==> src/rtl/level_sequencer_if.sv <==
// Game-flow signals exchanged between the level sequencer and the level blocks.
// The sequencer side drives level select/reset and the overlay code.
interface level_sequencer_if;
   logic       start_button;
   logic       level_win;
   logic       level_lose;
   logic [1:0] level_select;
   logic       level_reset_n;
   logic [2:0] lives;
   logic [2:0] screen;

   modport master (
      input  start_button,
      input  level_win,
      input  level_lose,
      output level_select,
      output level_reset_n,
      output lives,
      output screen
   );

   modport slave (
      output start_button,
      output level_win,
      output level_lose,
      input  level_select,
      input  level_reset_n,
      input  lives,
      input  screen
   );
endinterface

==> src/rtl/level_sequencer.sv <==
// Game-flow controller: title, level load, play, banners, retries, game over
// and victory, driving the level select and active-low level reset.
module level_sequencer #(
   parameter int unsigned NUM_LEVELS    = 3,
   parameter int unsigned START_LIVES   = 3,
   parameter int unsigned LOAD_CYCLES   = 4,
   parameter int unsigned BANNER_CYCLES = 50000000
) (
   input  logic              vga_clock,
   input  logic              reset,
   level_sequencer_if.master bus
);

   typedef enum logic [2:0] {
      TITLE     = 3'd0,
      LOAD      = 3'd1,
      PLAY      = 3'd2,
      WON_LEVEL = 3'd3,
      LOST_LIFE = 3'd4,
      GAME_OVER = 3'd5,
      VICTORY   = 3'd6
   } state_e;

   localparam logic [31:0] LOAD_LAST   = 32'(LOAD_CYCLES - 1);
   localparam logic [31:0] BANNER_LAST = 32'(BANNER_CYCLES - 1);
   localparam logic [1:0]  LVL_LAST    = 2'(NUM_LEVELS - 1);
   localparam logic [2:0]  LIVES_INIT  = 3'(START_LIVES);

   state_e      state_q, state_d;
   logic [1:0]  lvl_q, lvl_d;
   logic [2:0]  lives_q, lives_d;
   logic [31:0] timer_q, timer_d;
   logic        start_prev_q;
   logic        rst_n_q, rst_n_d;
   logic        start_edge;

   assign start_edge = bus.start_button & ~start_prev_q;

   always_comb begin
      state_d = state_q;
      lvl_d   = lvl_q;
      lives_d = lives_q;
      timer_d = timer_q;
      unique case (state_q)
         TITLE: begin
            if (start_edge) begin
               state_d = LOAD;
               timer_d = '0;
            end
         end
         LOAD: begin
            if (timer_q == LOAD_LAST) begin
               state_d = PLAY;
               timer_d = '0;
            end else begin
               timer_d = timer_q + 32'd1;
            end
         end
         PLAY: begin
            // win takes priority when both flags rise together
            if (bus.level_win) begin
               state_d = WON_LEVEL;
               timer_d = '0;
            end else if (bus.level_lose) begin
               state_d = LOST_LIFE;
               lives_d = lives_q - 3'd1;
               timer_d = '0;
            end
         end
         WON_LEVEL: begin
            if (timer_q == BANNER_LAST) begin
               timer_d = '0;
               if (lvl_q == LVL_LAST) begin
                  state_d = VICTORY;
               end else begin
                  state_d = LOAD;
                  lvl_d   = lvl_q + 2'd1;
               end
            end else begin
               timer_d = timer_q + 32'd1;
            end
         end
         LOST_LIFE: begin
            if (timer_q == BANNER_LAST) begin
               timer_d = '0;
               state_d = (lives_q == 3'd0) ? GAME_OVER : LOAD;
            end else begin
               timer_d = timer_q + 32'd1;
            end
         end
         GAME_OVER, VICTORY: begin
            if (start_edge) begin
               state_d = LOAD;
               lvl_d   = '0;
               lives_d = LIVES_INIT;
               timer_d = '0;
            end
         end
         default: begin
            state_d = TITLE;
            timer_d = '0;
         end
      endcase
      rst_n_d = (state_d == PLAY);
   end

   // start_prev resets high so a button held through reset is not an edge
   always_ff @(posedge vga_clock) begin
      if (reset) begin
         state_q      <= TITLE;
         lvl_q        <= '0;
         lives_q      <= LIVES_INIT;
         timer_q      <= '0;
         start_prev_q <= 1'b1;
         rst_n_q      <= 1'b0;
      end else begin
         state_q      <= state_d;
         lvl_q        <= lvl_d;
         lives_q      <= lives_d;
         timer_q      <= timer_d;
         start_prev_q <= bus.start_button;
         rst_n_q      <= rst_n_d;
      end
   end

   assign bus.level_select  = lvl_q;
   assign bus.level_reset_n = rst_n_q;
   assign bus.lives         = lives_q;
   assign bus.screen        = state_q;

endmodule

==> src/flat_wrapper.sv <==
// flat-port wrapper written by rule: the top's interface ports become plain ports
module level_sequencer_flat 
#(
   parameter int unsigned NUM_LEVELS    = 3,
   parameter int unsigned START_LIVES   = 3,
   parameter int unsigned LOAD_CYCLES   = 4,
   parameter int unsigned BANNER_CYCLES = 50000000
)
  (vga_clock, reset, bus_start_button, bus_level_win, bus_level_lose, bus_level_select, bus_level_reset_n, bus_lives, bus_screen);
  level_sequencer_if bus_i ();
  input  logic vga_clock;
  input  logic reset;
  input wire logic [$bits(bus_i.start_button)-1:0] bus_start_button;
  input wire logic [$bits(bus_i.level_win)-1:0] bus_level_win;
  input wire logic [$bits(bus_i.level_lose)-1:0] bus_level_lose;
  output wire logic [$bits(bus_i.level_select)-1:0] bus_level_select;
  output wire logic [$bits(bus_i.level_reset_n)-1:0] bus_level_reset_n;
  output wire logic [$bits(bus_i.lives)-1:0] bus_lives;
  output wire logic [$bits(bus_i.screen)-1:0] bus_screen;
  assign bus_i.start_button = bus_start_button;
  assign bus_i.level_win = bus_level_win;
  assign bus_i.level_lose = bus_level_lose;
  assign bus_level_select = bus_i.level_select;
  assign bus_level_reset_n = bus_i.level_reset_n;
  assign bus_lives = bus_i.lives;
  assign bus_screen = bus_i.screen;
  level_sequencer #(.NUM_LEVELS(NUM_LEVELS), .START_LIVES(START_LIVES), .LOAD_CYCLES(LOAD_CYCLES), .BANNER_CYCLES(BANNER_CYCLES)) u_core (.vga_clock(vga_clock), .reset(reset), .bus(bus_i));
endmodule
==> config.mk <==
export PLATFORM = sky130hd
export DESIGN_NAME = level_sequencer_flat
export DESIGN_NICKNAME = d
export VERILOG_FILES = /design/src/rtl/level_sequencer_if.sv /design/src/rtl/level_sequencer.sv /design/src/flat_wrapper.sv
export SDC_FILE = /design/constraint.sdc
export NUM_CORES = 1
export LEC_CHECK = 0
export ABC_AREA = 0
export BUFFER_PORTS_ARGS = -buffer_cell sky130_fd_sc_hd__buf_2
export CAP_MARGIN = 20
export CORE_MARGIN = 3
export CORE_UTILIZATION = 65
export DETAILED_ROUTE_END_ITERATION = 8
export GPL_ROUTABILITY_DRIVEN = 0
export PLACE_DENSITY_LB_ADDON = 0.25
export REMOVE_ABC_BUFFERS = 1
export SETUP_SLACK_MARGIN = 0.05
export SLEW_MARGIN = 15
export SYNTH_ARGS = -nofsm -noshare
export SYNTH_HDL_FRONTEND = slang
export SYNTH_SLANG_ARGS = --single-unit
==> constraint.sdc <==
create_clock -name vga_clock -period 3.8 [get_ports vga_clock]
set_clock_uncertainty 0.15 [all_clocks]
set_input_delay 0 -clock vga_clock [delete_from_list [all_inputs] [get_ports vga_clock]]
set_output_delay 0 -clock vga_clock [all_outputs]
set_load 0.05 [all_outputs]
==> metrics.log <==
INFO  metric post_dr_vias_cell = 5.90
INFO  metric post_synth_instance_area = 2360 sq um
INFO  metric cts_buffer_depth = 2
INFO  metric power_switching = 0.164 mW
INFO  metric power.sequential.fraction = 62.7%
INFO  metric num-nets-final = 319
INFO  metric globalRouteOverflowTotal = 0
INFO  metric placement_rows = 21
INFO  metric met2_wirelength_from_detailed_routing = 2450 um
INFO  metric first_pass_grt_wire_length = 8540 um
INFO  metric synth.yosys.warnings = 0
INFO  metric die_height = 66.2 um
INFO  metric yosys-top-cells-count = nor2_1 (45), dfxtp_1 (42), xnor2_1 (27), nor4_1 (22), nand2_1 (19)
INFO  metric drt-initial-drc-count = 177
INFO  metric synthesis.area_per_instance = 7.91 sq um
INFO  metric timing_worst_setup_path_type = flop to flop
INFO  metric design.die.area = 4380 sq um
INFO  metric run_status = completed
INFO  metric holdPathEnd = u_core.bus.screen[1]
INFO  metric detail_route.drc_violations = 0
INFO  metric synthesis.instances = 298
INFO  metric report.final.setup_viol = 0
INFO  metric layout_worst_path_cycle_share = 72.7%
INFO  metric setup_repair_after_global_routing_missed_its_margin = no
INFO  metric worst_r2r_startpoint = u_core.timer_q[0]
INFO  metric synth_top_area_share = 35.7%
INFO  metric final_cells = 357
INFO  metric yosys_most_used_dff = dfxtp_1
INFO  metric worst-slew-pin-transition = 0.869 ns
INFO  metric fillers = 273
INFO  metric vdd_drop_max = 0.208 mV
INFO  metric tritoncts = yes
INFO  metric ys_async_sr_fraction = 0%
INFO  metric drt-met1-wl = 2220 um
INFO  metric topRoutingLayerUsed = met4
INFO  metric vias_in_the_first_global_route = 1,939
INFO  metric leading_post_synthesis_cells_by_cell_area = dfxtp_1 (36%), xnor2_1 (10%), nor2_1 (7.2%)
INFO  metric maximum_fanout_count_along_the_critical_path = 25
INFO  metric via_count = 2,105
INFO  metric reg2reg_setup_slack = 1.04 ns
INFO  metric cellLeakagePower = 0.832 nW
INFO  metric core_area = 3420 sq um
INFO  metric total_negative_slack = 0 ns
INFO  metric p_per_area = 283 nW/um^2
INFO  metric pin_count_of_the_biggest_net_entering_global_routing = 26
INFO  metric worstSetupStartpointType = flop
INFO  metric cp-end-kind = flop
INFO  metric wirelength = 5010 um
INFO  metric clk_pin_slew = 0.12 ns
INFO  metric h-tree-depth = 2
INFO  metric clkSinkCount = 42
INFO  metric required_time_of_the_critical_path = 3.88 ns
INFO  metric power.share.combinational = 5.6%
INFO  metric ys_seq_area_share = 35.7%
INFO  metric post_synth_num_cell_types = 44
INFO  metric dp_cells = 345
INFO  metric worst_setup_path_startpoint = u_core.timer_q[0]
INFO  metric timing.rr.end = u_core.timer_q[13]
INFO  metric timing.hold.worst.start = bus_level_win
INFO  metric floorplan.io_pins = 14
INFO  metric port_buffers = 13
INFO  metric synth_largest_area_cell = dfxtp_1
INFO  metric post_route_antenna_net_violation_count = 0
INFO  metric n_antenna_cell = 0
INFO  metric count_of_flip_flops_with_a_built_in_enable_after_synthesis = 0
INFO  metric ff2ff_path_depth = 8
INFO  metric dieWidth = 66.2 um
INFO  metric final-max-slew-violation-count = 0
INFO  metric drv.max_cap_violation_count = 0
INFO  metric fmax = 362 MHz
INFO  metric met3_length = 272 um
INFO  metric synth_seq_cells = 42
INFO  metric hold_viol = 0
INFO  metric gr-usage-all-layers = 24.7%
INFO  metric finalWorstPathRequiredPeriod = 2.76 ns
INFO  metric cts-buffers-inserted = 5
INFO  metric holdPathStages = 5
INFO  metric hold_path.class = input pin to flop
INFO  metric route.detailed.wl_per_inst = 14.0 um
INFO  metric start_util = 69.0%
INFO  metric intPower = 0.547 mW
INFO  metric worst-endpoint-arrival = 2.84 ns
INFO  metric dpl.hpwl = 3380 um
INFO  metric clock_insertion_delay_worst_skew = 0.34 ns
INFO  metric drive_gt1_share = 10.6%
INFO  metric clock_power_share = 31.7%
INFO  metric area_growth_syn_to_layout = 6.90%
INFO  metric slew-limit-headroom = 41.9%
INFO  metric initial_antenna_violation_count = 0
INFO  metric most_instantiated_library_cell_after_synthesis = nor2_1
INFO  metric drt-pass1-iter-count = 6
INFO  metric clock-root-buffer = clkbuf_4
INFO  metric switching_share = 23.1%
[flip-flops by register name, summed over array words and instances (netlist names)]
register,count
u_core.bus.screen,3
u_core.bus.lives,3
u_core.timer_q,32
u_core.bus.level_reset_n,1
u_core.start_prev_q,1
u_core.bus.level_select,2
[timing repair]
| item | in CTS | in global routing |
|---|---|---|
| hold buffers | 4 | 0 |
| endpoints found under the hold margin | 9 | 0 |
| setup buffers | 0 | 0 |
| endpoints found under the setup margin | 0 | 0 |
| resized for setup | 0 | 0 |
[metrics by stage]
stage	power (mW)	utilization (%)	hold slack [ns]	cell area [sq um]	worst slack [ns]
2_1_floorplan	0.479	-	-0.0876	2280	1.14
3_3_place_gp	0.491	70.8	0.0715	2420	1.22
3_5_place_dp	0.492	70.8	0.0723	2420	1.13
4_1_cts	0.719	73.7	0.00334	2520	1.08
5_1_grt	0.741	73.7	0.0207	2520	0.748
6_report	0.712	73.7	0.0104	2520	1.04
[power groups by stage]
stage	Sequential [mW]	Combinational, mW	Clock, mW
final	0.446	0.0401	0.226
after global routing	0.447	0.0448	0.249
after CTS	0.446	0.0400	0.233
after detailed placement	0.456	0.0365	0
after global placement	0.456	0.0357	0
after floorplan	0.457	0.0222	0
[placed cells by master (no fill, tap or decap), types with 2 or more instances in the layout]
cell type	instances
or2_2	3
o31ai_1	3
a21oi_1	9
inv_1	14
a31oi_1	2
nand2b_1	4
and2_1	3
nor3_1	10
or3_1	4
nor4_1	22
nor4b_1	5
nor2b_1	6
and3_1	5
or4_1	2
dfxtp_1	42
nor3b_1	2
nor2_1	45
nand3_1	9
xor2_1	3
xnor2_1	27
mux2i_1	3
buf_2	13
ha_1	4
o21ai_0	13
nand4_1	9
nand2_1	19
buf_4	2
dlygate4sd3_1	4
clkbuf_4	5
[worst max-delay path by stage]
| stage | depth (start not counted) | slack [ns] | end |
|---|---|---|---|
| after global placement | 8 | 1.22 | u_core.timer_q[0] |
| after CTS | 8 | 1.08 | u_core.timer_q[3] |
| after global routing | 8 | 0.75 | u_core.timer_q[2] |
| final | 8 | 1.04 | u_core.timer_q[13] |
| after detailed placement | 8 | 1.13 | u_core.timer_q[3] |
| after floorplan | 6 | 1.14 | u_core.timer_q[18] |
[logic make-up (layout without fill, tap and decap cells)]
family | after synthesis | count (layout) | synth area share [%]
buffers and inverters | 28 | 41 | 5.42
muxes | 3 | 3 | 1.27
adders and majority gates | 4 | 4 | 2.12
DFF | 42 | 42 | 35.7
AOI/OAI and AO/OA | 39 | 39 | 10.6
and+or+nand+nor | 152 | 152 | 33.7
xor gates and xnor gates | 30 | 30 | 11.2
[metal layers]
metal / vias up / track usage (%)
met3: 8 / 3.74
met4: 0 / 9.14
met1: 965 / 29.8
met2: 71 / 43.7
met5: - / 0
li1: 1061 / -
[critical path, stage by stage, from the launching register on]
cell and delay [ns]:
dfxtp_1 0.39, ha_1 0.24, nor4b_1 0.39, nand4_1 0.24, o21ai_0 0.21, nand4_1 0.25
o21bai_2 0.37, buf_4 0.33, nor2_1 0.08
[cell type report]
cell class	count	area, sq um	share of cell area (%)
clock buffers	7	55.1	2.19
clock inverters	1	5.00	0.199
inverters	14	52.6	2.09
multi-input cells	228	1390	55.1
flip-flops and latches	42	841	33.4
well taps	46	57.6	2.29
repair buffers	19	120	4.77
(Power assumes the default switching activity.)
